===== src/rtl/disp_scan_ctrl.sv =====
// Time-multiplexed scan controller for a common-anode seven-segment bank.
// Shadows a multi-digit hex value and swaps in new values only at frame wrap.
module disp_scan_ctrl #(
  parameter int DIGITS = 4,
  parameter int DWELL  = 100000,
  parameter int GAP    = 16
) (
  input  logic                  clk,
  input  logic                  reset,
  input  logic [4*DIGITS-1:0]   value,
  input  logic [DIGITS-1:0]     digit_en,
  input  logic                  value_valid,
  output logic                  value_ready,
  output logic [DIGITS-1:0]     an,
  output logic [3:0]            nibble,
  output logic                  frame_done
);

  localparam int CNT_MAX = (DWELL > GAP) ? DWELL : GAP;
  localparam int CW      = (CNT_MAX > 1) ? $clog2(CNT_MAX) : 1;
  localparam int IW      = $clog2(DIGITS);

  localparam logic [CW-1:0] GAP_LAST   = CW'(GAP - 1);
  localparam logic [CW-1:0] DWELL_LAST = CW'(DWELL - 1);
  localparam logic [IW-1:0] IDX_LAST   = IW'(DIGITS - 1);

  typedef enum logic {
    GAP_S,
    SHOW_S
  } state_t;

  state_t                state_q, state_d;
  logic [IW-1:0]         idx_q, idx_d;
  logic [CW-1:0]         cnt_q, cnt_d;
  logic [4*DIGITS-1:0]   pending_val_q, pending_val_d;
  logic [DIGITS-1:0]     pending_en_q, pending_en_d;
  logic                  pending_flag_q, pending_flag_d;
  logic [4*DIGITS-1:0]   active_val_q, active_val_d;
  logic [DIGITS-1:0]     active_en_q, active_en_d;
  logic [DIGITS-1:0]     an_q, an_d;
  logic [3:0]            nibble_q, nibble_d;
  logic                  frame_done_q, frame_done_d;
  logic                  ready_q, ready_d;

  logic                  transfer;
  logic                  show_last;
  logic                  wrap;
  logic [DIGITS-1:0]     lit_an;

  // Anode pattern for the current digit: only bit idx may drop, and only if enabled.
  genvar gi;
  generate
    for (gi = 0; gi < DIGITS; gi++) begin : g_lit
      assign lit_an[gi] = !((idx_q == IW'(gi)) && active_en_q[gi]);
    end
  endgenerate

  assign transfer  = value_valid && ready_q;
  assign show_last = (state_q == SHOW_S) && (cnt_q == DWELL_LAST);
  assign wrap      = show_last && (idx_q == IDX_LAST);

  always_comb begin
    state_d        = state_q;
    idx_d          = idx_q;
    cnt_d          = cnt_q;
    pending_val_d  = pending_val_q;
    pending_en_d   = pending_en_q;
    pending_flag_d = pending_flag_q;
    active_val_d   = active_val_q;
    active_en_d    = active_en_q;
    an_d           = an_q;
    nibble_d       = nibble_q;
    frame_done_d   = 1'b0;
    ready_d        = ready_q;

    case (state_q)
      GAP_S: begin
        if (cnt_q == GAP_LAST) begin
          state_d = SHOW_S;
          cnt_d   = '0;
          an_d    = lit_an;
        end else begin
          cnt_d = cnt_q + CW'(1);
        end
      end
      SHOW_S: begin
        if (cnt_q == DWELL_LAST) begin
          state_d = GAP_S;
          cnt_d   = '0;
          an_d    = '1;
          idx_d   = (idx_q == IDX_LAST) ? '0 : idx_q + IW'(1);
        end else begin
          cnt_d = cnt_q + CW'(1);
        end
      end
      default: begin
        state_d = GAP_S;
        cnt_d   = '0;
        an_d    = '1;
      end
    endcase

    if (wrap) begin
      frame_done_d = 1'b1;
      if (pending_flag_q) begin
        active_val_d   = pending_val_q;
        active_en_d    = pending_en_q;
        pending_flag_d = 1'b0;
        ready_d        = 1'b1;
      end
    end

    // A transfer can only happen with nothing pending, so it never collides with the load above.
    if (transfer) begin
      pending_val_d  = value;
      pending_en_d   = digit_en;
      pending_flag_d = 1'b1;
      ready_d        = 1'b0;
    end

    // Present the next digit's code during the gap so the decoder settles before lighting.
    if (show_last) begin
      nibble_d = active_val_d[{idx_d, 2'b00} +: 4];
    end
  end

  always_ff @(posedge clk or posedge reset) begin
    if (reset) begin
      state_q        <= GAP_S;
      idx_q          <= '0;
      cnt_q          <= '0;
      pending_val_q  <= '0;
      pending_en_q   <= '0;
      pending_flag_q <= 1'b0;
      active_val_q   <= '0;
      active_en_q    <= '0;
      an_q           <= '1;
      nibble_q       <= '0;
      frame_done_q   <= 1'b0;
      ready_q        <= 1'b1;
    end else begin
      state_q        <= state_d;
      idx_q          <= idx_d;
      cnt_q          <= cnt_d;
      pending_val_q  <= pending_val_d;
      pending_en_q   <= pending_en_d;
      pending_flag_q <= pending_flag_d;
      active_val_q   <= active_val_d;
      active_en_q    <= active_en_d;
      an_q           <= an_d;
      nibble_q       <= nibble_d;
      frame_done_q   <= frame_done_d;
      ready_q        <= ready_d;
    end
  end

  assign value_ready = ready_q;
  assign an          = an_q;
  assign nibble      = nibble_q;
  assign frame_done  = frame_done_q;

endmodule


===== config.mk =====
export PLATFORM = sky130hd
export DESIGN_NAME = disp_scan_ctrl
export DESIGN_NICKNAME = d
export VERILOG_FILES = /design/src/rtl/disp_scan_ctrl.sv
export SDC_FILE = /design/constraint.sdc
export NUM_CORES = 1
export LEC_CHECK = 0
export ABC_AREA = 1
export BUFFER_PORTS_ARGS = -buffer_cell sky130_fd_sc_hd__buf_4
export CAP_MARGIN = 10
export CORE_MARGIN = 2
export CORE_UTILIZATION = 50
export DETAILED_ROUTE_END_ITERATION = 10
export PLACE_DENSITY_LB_ADDON = 0.25
export SLEW_MARGIN = 5
export SYNTH_ARGS = -nofsm -noshare
export SYNTH_HDL_FRONTEND = slang
export SYNTH_SLANG_ARGS = --single-unit

===== constraint.sdc =====
create_clock -name clk -period 2.3 [get_ports clk]
set_clock_uncertainty 0.05 [all_clocks]
set_input_delay 0.23 -clock clk [delete_from_list [all_inputs] [get_ports clk]]
set_output_delay 0.23 -clock clk [all_outputs]
set_load 0.01 [all_outputs]

== After elaboration in Yosys (flattened, before gate mapping) ==
Index checks and enable logic that the tools add are counted.
Storage, ports and cells
  flip-flop bits (word level): 71
  bits of input ports: 23
  output and inout bits: 10
  logic and storage cells: 60
Cells by class
  add/subtract/negate cells: 2
  equality and inequality tests: 7
  shift-type cells: 1
  multiplexer cells: 20
  bitwise gates (word level): 1
  reductions and logical operators: 17
Operator list (count)
  $mux 17: 2
  $pmux 17 s2: 1
  $mux 16: 2
  $add 17x1->17 const B: 1
  $eq 17x17->1 const B: 1
  $eq 17x4->1 const B: 1
  $shiftx 16x5->4: 1
  $mux 1: 8
  $mux 4: 2
  $pmux 4 s2: 1
  $logic_and 1x1->1: 7
  $mux 2: 3
  $reduce_and 2->1: 3
  $eq 2x2->1 const B: 2
  $logic_not 1->1: 4
  $reduce_bool 2->1: 2
  $add 2x1->2 const B: 1
  $eq 2x1->1 const B: 1
  $logic_not 2->1: 1
  $ne 2x1->1 const B: 1
  $ne 2x2->1 const B: 1
  $pmux 1 s2: 1
  $not 1->1: 1

== Logic depth before layout (Yosys ltp) ==
  depth in word-level cells: 5
  gate-level depth with buffers: 14

== Least setup slack after synthesis ==
OpenSTA, ideal clock, no wires.
  path type: register to register
  start: reg cnt_q[0]
  end: reg nibble_q[2] (netlist: nibble[2])
  library setup time: 116 ps
  arrival: 1541 ps
  data required time: 2134 ps
  setup slack: 593 ps
  cell stages (with the launch flop): 15
  path buffers: 0
  cell sequence: dfrtp_1 -> ha_1 -> nand2_1 -> inv_2 -> nand2_4 -> nor2_4 -> nand3_4 -> nand2_1 -> nand2_2 -> inv_4 -> nand3_1 -> nand3_1 -> nand2_1 -> nand2_1 -> nand2_1
Between the ends
  elaborated cells on any way between the ends: 7
RTL lines
  start: declaration: line 34  | logic [CW-1:0] cnt_q, cnt_d;
  start signal: assignment: line 144  | cnt_q <= cnt_d;
  $eq 17x17->1: line 87  | if (cnt_q == DWELL_LAST) begin
  $mux 2: line 87
  $mux 2: line 76  | case (state_q)
  via idx_d[0]: line 33  | logic [IW-1:0] idx_q, idx_d;
  $shiftx 16x5->4: line 123  | nibble_d = active_val_d[{idx_d, 2'b00} +: 4];
  end signal: assignment: line 151  | nibble_q <= nibble_d;
  end: declaration: line 41  | logic [3:0] nibble_q, nibble_d;
The timed path passes the listed nets, and every way through them passes these cells.
A chain may end at the register's enable or synchronous reset.

== Worst setup path after layout ==
  start: reg cnt_q[0]
  end: reg nibble_q[2] (netlist: nibble[2])
Between the ends
  cells in the longest elaborated chain, start to end: 5
  elaborated cells on any way between the ends: 7
Ends and longest elaborated chain
  $eq 17x17->1 (*): line 59, 87
  $logic_and 1x1->1: line 59  | assign show_last = (state_q == SHOW_S) && (cnt_q == DWELL_LAST);
  $logic_and 1x1->1: line 60  | assign wrap = show_last && (idx_q == IDX_LAST);
  $mux 16: line 103  | if (wrap) begin
  $shiftx 16x5->4: line 123
Every way passes the cells marked *; elsewhere a longest branch is shown, timed or not.

==> run metrics <==
status=finished, violations left; violated checks=design-rule violations; Placer Congestion=0.8669; pre-CTS setup slack=between 0.15 and 0.2 ns; Critical Path RT=between 2 and 2.5 ns; number of diodes=0; Hold Vio Cnt, Final=0; cell taking the most area after synthesis=dfrtp_1; Vias=between 2000 and 3000; drt total wl=~7300 um; top post-synthesis cells by count=nand2_1 (142), dfrtp_1 (66), nor2_1 (42); setup repair after global routing missed its margin=false; Slew headroom=0.5954; clock sinks=71; Post-synth EDFFs=0; P_leak=2.089 nW; Vias/cell=between 5 and 6; die area=7349 um^2; Clk Latency, worst-skew pair=0.35 ns; register area share after synthesis=0.5339; Tmin final=~2 ns; buffers added on ports=32; initial antenna violation count=0; CTS tree=done; most numerous cell in the Yosys netlist=nand2_1; Final setup viols=0; r2r endpoint=nibble[2]$_DFFE_PP0N_; syn_area_per_cell=8.349 um^2; ys async rst share=1.000; Rows=29; number of cells after detailed placement=about 510; R2R setup slack=~0.29 ns; Crit Path Max Fanout=21; Max Clk Rate=slightly below 500 MHz; synthesis-stage register bit count=between 70 and 80; slew at the pin with the worst max-slew slack=roughly 0.61 ns; Die Y=85.73 um; core area=~6400 um^2; Inserted Clock Buffers=9; r2r startpoint=cnt_q[0]$_DFF_PP0_; Starting Density=0.5200; I/O pin count=33; DRC viols=2; CP Capture Type=flip-flop; Total Routing Usage GR=0.2240; CTS Root Cell=clkbuf_8; setup_tns=0 ns; CP arrival=2.20 ns; Setup crit start=cnt_q[0]$_DFF_PP0_; Worst Hold Class=in2reg; HPWL after DPL=just over 5000 um; chip width=approximately 86 um; vias in the first global route=~2700; Max-Cap Viols=0; Remaining Overflow, GRT=0; clock buffer depth=2; Worst R2R Path Depth=14; Max Slew Vio Count=0; hold path depth=3; kind of critical path=reg2reg; TritonRoute pass-1 iters=8; Synth area leaders=dfrtp_1 (49%), nand2_1 (16%), nor2_1 (4.7%); Non-Filler Instances=between 500 and 600; PD cells=roughly 670 nW/um^2; H-tree Lvls=3; syn nets=428; Area growth syn-to-layout=17.42%; final worst-path cycle share=0.8752; first-pass GRT wire length=about 13000 um; Synth top area share=0.4946; Starting DRT DRC Count=~170; pin count of the biggest net entering global routing=between 40 and 50; Worst setup SP type=flip-flop; warnings from Yosys=0; Worst Setup EP=nibble[2]$_DFFE_PP0N_; Cell Area, Synth=~3300 um^2; Worst Hold Margin=between 0.02 and 0.025 ns; Avg WL per Cell=13.94 um; Synth Flop Type=dfrtp_1; Finished Core Util=0.6106; Yosys cell types=31; Mapped Cells=400; Worst Slack Setup Final=between 0.2 and 0.3 ns; post-route ant nets=0; layout cells sized above 1=0.1920; peak supply drop=~0.50 mV; Clock transition at path regs=about 0.08 ns; final net count=471
==> registers in the layout, summed over array words and instances (netlist names) <==
name and cells:
state_q 1, value_ready 1, active_val_q 16, pending_val_q 16, pending_flag_q 1, an 4, idx_q 2, frame_done 1
cnt_q 17, pending_en_q 4, nibble 4, active_en_q 4
==> stage by stage <==
step | power, mW | instance area (um^2)
finish | 2.634 | 3921
floorplan | 1.568 | 3339
global placement | 1.646 | 3681
CTS | 2.648 | 3890
global route | 2.754 | 3921
detailed placement | 1.655 | 3681
==> worst min path at each step <==
stage	from	end	slack, ns
2_1_floorplan	digit_en[0]	pending_en_q[0]$_DFFE_PP0P_	0.29
3_3_place_gp	reset	frame_done$_DFF_PP0_	0.26
3_5_place_dp	reset	frame_done$_DFF_PP0_	0.27
4_1_cts	value[0]	pending_val_q[0]$_DFFE_PP0P_	0.02
5_1_grt	value[8]	pending_val_q[8]$_DFFE_PP0P_	0.02
6_report	value[0]	pending_val_q[0]$_DFFE_PP0P_	0.02
==> logic make-up after synthesis <==
family	count (synthesis)	synth area share
buffers and inverters	48	0.06070
adders and majority gates	5	0.01873
and+or+nand+nor	255	0.3473
AOI/OAI and AO/OA	17	0.02885
xor gates and xnor gates	4	0.01049
DFF	71	0.5339
==> layout by cell type (no fill, tap or decap), drive strengths merged, types with 2 or more instances in the layout <==
cell type  synthesis  layout
nand2            146     146
clkinv             3       3
nor3              10      10
clkbuf             4      11
buf                5      40
o21ai             13      13
xor2               4       4
dfrtp             66      66
nor4               2       2
ha                 5       5
nor2              45      45
nand3             41      41
a21oi              2       2
clkinvlp           0       4
inv               36      36
dfstp              5       5
nand4             11      11
==> worst max-delay path: stages, from the launching register on <==
cell and delay, ns:
dfrtp_1 0.40, ha_1 0.21, nand2_1 0.10, nor2_1 0.07, nand2_1 0.06, nor2_1 0.05
nand4_1 0.06, buf_4 0.26, clkinvlp_4 0.23, nand2_1 0.14, nand3_1 0.07, nand3_1 0.07
nand2_1 0.05, nand2_1 0.05, nand2_1 0.04
==> layout make-up <==
class | count | area (um^2)
multi-input cells | 281 | 1354
well taps | 77 | 96.34
repair buffers | 41 | 335.3
fillers | 564 | 2501
clock inverters | 5 | 57.56
clock buffers | 11 | 141.4
inverters | 39 | 153.9
flip-flops and latches | 71 | 1783
==> where the power goes <==
group	internal [mW]	switching (mW)	total, mW
sequential	1.37	0.0834	1.45
combinational	0.0828	0.0995	0.182
clock	0.529	0.473	1.00
total	1.98	0.656	2.63
==> repair_timing <==
action                                  in CTS  in global routing
buffers inserted                             0                  2
hold endpoints to repair                    19                  0
endpoints found under the setup margin       0                  4
gates resized for setup                      0                  1
hold buffers                                 1                  0
==> routing by layer <==
layer,GRT usage,vias to the layer above,part of all wire
li1,-,1352,-
met1,0.3062,1236,0.45
met2,0.3523,69,0.47
met3,0.04620,15,0.057
met4,0.08947,0,0.020
met5,0,-,0
No activity file was read; power rests on OpenSTA's default activity.
